## src/rtl/imem_prog_loader.sv

```systemverilog
// imem_prog_loader: streams a byte image into the byte-wide instruction
// memory while holding fetch stalled. Once the image is in, it pads to a
// word boundary, redirects fetch to START_PC and releases the core.
// Optional feature: define LOADER_CHECKSUM_EN to treat the in_last byte as
// an 8-bit additive checksum over the data bytes instead of image data.
module imem_prog_loader #(
  parameter int          ADDR_W    = 16,
  parameter int          BASE_ADDR = 0,
  parameter logic [63:0] START_PC  = 64'h0
) (
  input  logic              clk,
  input  logic              rst,
  input  logic              in_valid,
  input  logic [7:0]        in_byte,
  input  logic              in_last,
  output logic              in_ready,
  output logic              mem_we,
  output logic [ADDR_W-1:0] mem_addr,
  output logic [7:0]        mem_wdata,
  output logic              core_stall,
  output logic              core_branch_en,
  output logic [63:0]       core_branch_pc,
  output logic              load_done,
  output logic [ADDR_W:0]   byte_count,
  output logic              err_overflow,
  output logic              err_checksum
);

  typedef enum logic [2:0] {S_LOAD, S_PAD, S_RELEASE, S_RUN, S_ERROR} state_t;
  state_t state;

  // Two spare bits so BASE_ADDR + byte_count can reach 2^ADDR_W without wrapping.
  localparam int AW = ADDR_W + 2;

  logic [AW-1:0]   wr_full;
  logic            wr_ovf;
  logic            accept;
  logic [ADDR_W:0] cnt_inc;

  assign wr_full  = AW'(BASE_ADDR) + AW'(byte_count);
  assign wr_ovf   = |wr_full[AW-1:ADDR_W];
  assign accept   = in_valid && in_ready;
  assign cnt_inc  = byte_count + 1'b1;

  // The redirect target never changes.
  assign core_branch_pc = START_PC;

`ifdef LOADER_CHECKSUM_EN
  logic [7:0] csum;
`else
  assign err_checksum = 1'b0;
`endif

  // Loader FSM; every output except branch_pc is a register updated here.
  // A PAD visit with an already aligned count writes nothing: it just gives
  // the final data write a cycle to land before the redirect is issued.
  always_ff @(posedge clk) begin
    if (rst) begin
      state          <= S_LOAD;
      in_ready       <= 1'b1;
      mem_we         <= 1'b0;
      mem_addr       <= ADDR_W'(BASE_ADDR);
      mem_wdata      <= 8'h00;
      core_stall     <= 1'b1;
      core_branch_en <= 1'b0;
      load_done      <= 1'b0;
      byte_count     <= '0;
      err_overflow   <= 1'b0;
`ifdef LOADER_CHECKSUM_EN
      err_checksum   <= 1'b0;
      csum           <= 8'h00;
`endif
    end else begin
      mem_we <= 1'b0;
      case (state)
        S_LOAD: begin
          if (accept) begin
`ifdef LOADER_CHECKSUM_EN
            if (in_last) begin
              in_ready <= 1'b0;
              if (csum != in_byte) begin
                err_checksum <= 1'b1;
                state        <= S_ERROR;
              end else begin
                state        <= S_PAD;
              end
            end else
`endif
            if (wr_ovf) begin
              err_overflow <= 1'b1;
              in_ready     <= 1'b0;
              state        <= S_ERROR;
            end else begin
              mem_we     <= 1'b1;
              mem_addr   <= wr_full[ADDR_W-1:0];
              mem_wdata  <= in_byte;
              byte_count <= cnt_inc;
`ifdef LOADER_CHECKSUM_EN
              csum       <= csum + in_byte;
`endif
              if (in_last) begin
                in_ready <= 1'b0;
                state    <= S_PAD;
              end
            end
          end
        end
        S_PAD: begin
          if (byte_count[1:0] == 2'b00) begin
            core_branch_en <= 1'b1;
            state          <= S_RELEASE;
          end else if (wr_ovf) begin
            err_overflow <= 1'b1;
            state        <= S_ERROR;
          end else begin
            mem_we     <= 1'b1;
            mem_addr   <= wr_full[ADDR_W-1:0];
            mem_wdata  <= 8'h00;
            byte_count <= cnt_inc;
          end
        end
        S_RELEASE: begin
          core_branch_en <= 1'b0;
          core_stall     <= 1'b0;
          load_done      <= 1'b1;
          state          <= S_RUN;
        end
        S_RUN:   state <= S_RUN;
        S_ERROR: state <= S_ERROR;
        default: begin
          in_ready <= 1'b0;
          state    <= S_ERROR;
        end
      endcase
    end
  end

endmodule
```

## config.mk

```make
export PLATFORM = sky130hd
export DESIGN_NAME = imem_prog_loader
export DESIGN_NICKNAME = d
export VERILOG_FILES = /design/src/rtl/imem_prog_loader.sv
export SDC_FILE = /design/constraint.sdc
export NUM_CORES = 1
export LEC_CHECK = 0
export CORE_MARGIN = 1
export CORE_UTILIZATION = 42
export CTS_BUF_LIST = sky130_fd_sc_hd__clkbuf_8
export DETAILED_ROUTE_END_ITERATION = 8
export GPL_TIMING_DRIVEN = 0
export PLACE_DENSITY = 0.87
export SYNTH_ARGS = -nofsm -noshare
export SYNTH_HDL_FRONTEND = slang
export SYNTH_SLANG_ARGS = --single-unit
```

## constraint.sdc

```tcl
create_clock -name clk -period 2.6 [get_ports clk]
set_input_delay 0.52 -clock clk [delete_from_list [all_inputs] [get_ports clk]]
set_output_delay 0.52 -clock clk [all_outputs]
set_load 0.02 [all_outputs]
```

==> out/results.txt <==
status = complete, no violations
flop-to-flop setup slack = 240 ps
hpwl dp = 4310 um
Simple-Gate Fraction of Synth Area = 21.2%
number of diodes = 0
critical path class = register to register
CTS HTree Levels = 2
IO Port Bufs = 57
crit start category = register
Detailed Route Iter0 Violations = 131
Synthesis Warnings = 0
mean post-synth cell area = 8.22 um^2
total I/O pin count = 124
post-synthesis cell type count = 37
TritonCTS buffer count = 5
Reg-to-Reg Start = byte_count[0]
drt first pass iters = 6
synthesized instance count = 313
largest fanout on the critical path = 10
hold_buf cts = 0
max_cap viols = 0
f_max = 425 MHz
CP Data Required Time = 2840 ps
Skew-Pair Late Insertion Delay = 310 ps
final hold vios = 0
Worst-path clk slew = 90 ps
Post-CTS Setup Repair Bufs = 0
vias per std cell = 4.54
Clock Sinks = 50
main combinational cell family by area after synthesis = buffers and inverters
nets@finish = 455
ranking of synthesized cells by area = dfxtp_1 (39%), buf_4 (19%), nand2_1 (7.0%), a21oi_1 (6.0%), nand3b_1 (2.6%)
worst hold start = mem_addr[4]
mean routed wirelength per cell = 11.0 um
pin count of the biggest net entering global routing = 16
layout cells sized above 1 = 18.1%
clk root buf = clkbuf_8
Synth Register Bits = 50
unrepaired setup endpoints after global routing = no
Row Count = 28
Adder-Cell Fraction of Synth Area = 0.973%
vias in the first global route = 2067
Setup TNS = 0 ps
FF-to-FF End = mem_addr[8]
Post-Syn Area = 2570 um^2
xor-xnor portion of the synthesized cell area = 2.04%
compound-gate portion of the synthesized area = 13.4%
first-pass GRT wire length = 9250 um
P_leak = 1.52 nW
fill cell count = 523
Final Slew Violations = 0
Starting Density = 43.4%
post_cts resized = 0
total core area = 5920 um^2
via count = 2345
fin crit period = 2360 ps
Die Ht = 80.3 um
initial antenna violation count = 0
Final Wtd Congestion = 0.809
Yosys top cell by area = dfxtp_1
Synth top area share = 38.9%
Layout Utilization = 60.3%
Peak VDD IR = 0.293 mV
Routed WL = 5710 um
Hold Path End = mem_addr[4]
GRT overflow = 0
Antenna Violating Nets Remaining = 0
GRT Util Overall = 18.6%
Crit path arrival time = 2600 ps
critical path endpoint category = register
min-delay worst type = register to register
Power per Cell Area = 522 nW/um^2
fraction of the yosys area taken by sequential cells = 38.9%
area grow syn2layout = 38.9%
Slew headroom = 59.7%
# DRC = 0
WHS Path Cells = 2
mux contribution to synthesized area = 0%
Die Width = 80.3 um
Bufs on Longest Clock Path = 2
Period Utilization, post-route = 90.6%
Reg2Reg Depth = 8
worst slew pin tran = 604 ps
skew final = 8.50 ps
CTS tree = yes
die area = 6440 um^2
Final setup viols = 0
registers in the layout (all words and copies together), names as in the netlist:
register and count:
mem_wdata 8, core_stall 1, err_overflow 1, in_ready 1, mem_addr 16, load_done 1, byte_count 17, mem_we 1
state 3, core_branch_en 1
worst max-delay path by stage:
stage | startpoint | to | slack (ps) | cells after the start
detailed placement | in_valid | mem_addr[13] | 150 | 6
floorplan | byte_count[0] | byte_count[10] | 490 | 8
global placement | in_valid | mem_addr[15] | 190 | 6
global route | byte_count[0] | mem_addr[8] | 6 | 8
finish | byte_count[0] | mem_addr[8] | 240 | 8
CTS | byte_count[0] | mem_addr[15] | 240 | 8
metal layers:
metal	routed length, um	GRT usage, %	up-vias
li1	-	-	1184
met4	123	9.82	0
met2	2800	32.6	110
met1	2260	20.3	1036
met5	0	0	-
met3	529	4.89	15
cell type report:
cell class / instances / area, um^2 / area share [%]
buffer: 82 / 578 / 16.2
clock buffer: 6 / 82.6 / 2.31
clock inverter: 2 / 12.5 / 0.350
inverter: 6 / 22.5 / 0.630
multi-input combinational: 239 / 1210 / 33.9
sequential: 50 / 1000 / 28.0
tap: 75 / 93.8 / 2.63
timing repair buffer: 57 / 571 / 16.0
cell families (layout without fill, tap and decap cells):
group           count (synthesis)  in the layout
simple gates                  109            109
buf+inv                        88            153
compound gates                 57             57
flops                          50             50
xor+xnor                        6              6
fa+ha+maj                       2              2
other cells                     1             65
synthesized netlist by cell type, drive strengths merged:
cell type,count
a21oi,32
o31ai,7
a22oi,1
o41a,1
o211ai,1
nand4,1
a21o,2
and4b,1
a2111oi,1
buf,69
and4,2
nor3,2
and3,2
inv,6
nor2,14
nand2b,3
nand2,48
o2111ai,1
nor2b,1
a21boi,1
a211oi,3
nand3,13
conb,1
or3,3
and3b,1
dfxtp,50
o21ai,6
or4,8
a31o,1
clkbuf,13
nor4,1
nand3b,9
xnor2,6
ha,2
layout by cell type, fill, tap and decap left out, drive strengths merged, types with 2 or more instances in the layout:
master	instances
buf	69
conb	65
clkdlybuf4s50	57
dfxtp	50
nand2	48
a21oi	32
clkbuf	19
nor2	14
nand3	13
nand3b	9
or4	8
o31ai	7
inv	6
o21ai	6
xnor2	6
nand2b	3
a211oi	3
or3	3
a21o	2
nor3	2
and3	2
and4	2
ha	2
worst max-delay path, stage by stage (launching register included):
cell and delay (ps):
dfxtp_1 470, inv_1 100, ha_1 290, nand2b_1 160
clkbuf_1 180, a21oi_2 420, clkbuf_1 430, nand2_1 100
a21oi_1 130
report_power, final:
group | internal [mW] | switching [mW]
combinational | 0.218 | 0.322
sequential | 0.807 | 0.0369
clock | 0.214 | 0.267
stage by stage:
stage | instances | setup slack [ps] | cell area, um^2 | power [mW] | hold WS (ps)
final | 517 | 245 | 3570 | 1.87 | 456
after global routing | 517 | 6.30 | 3570 | 1.96 | 478
after CTS | 517 | 242 | 3570 | 1.87 | 458
after detailed placement | 509 | 146 | 3480 | 1.40 | 445
after global placement | 509 | 187 | 3480 | 1.38 | 443
after floorplan | 377 | 491 | 2810 | 1.24 | 508
Note: power is estimated with default switching activity, not from simulation.
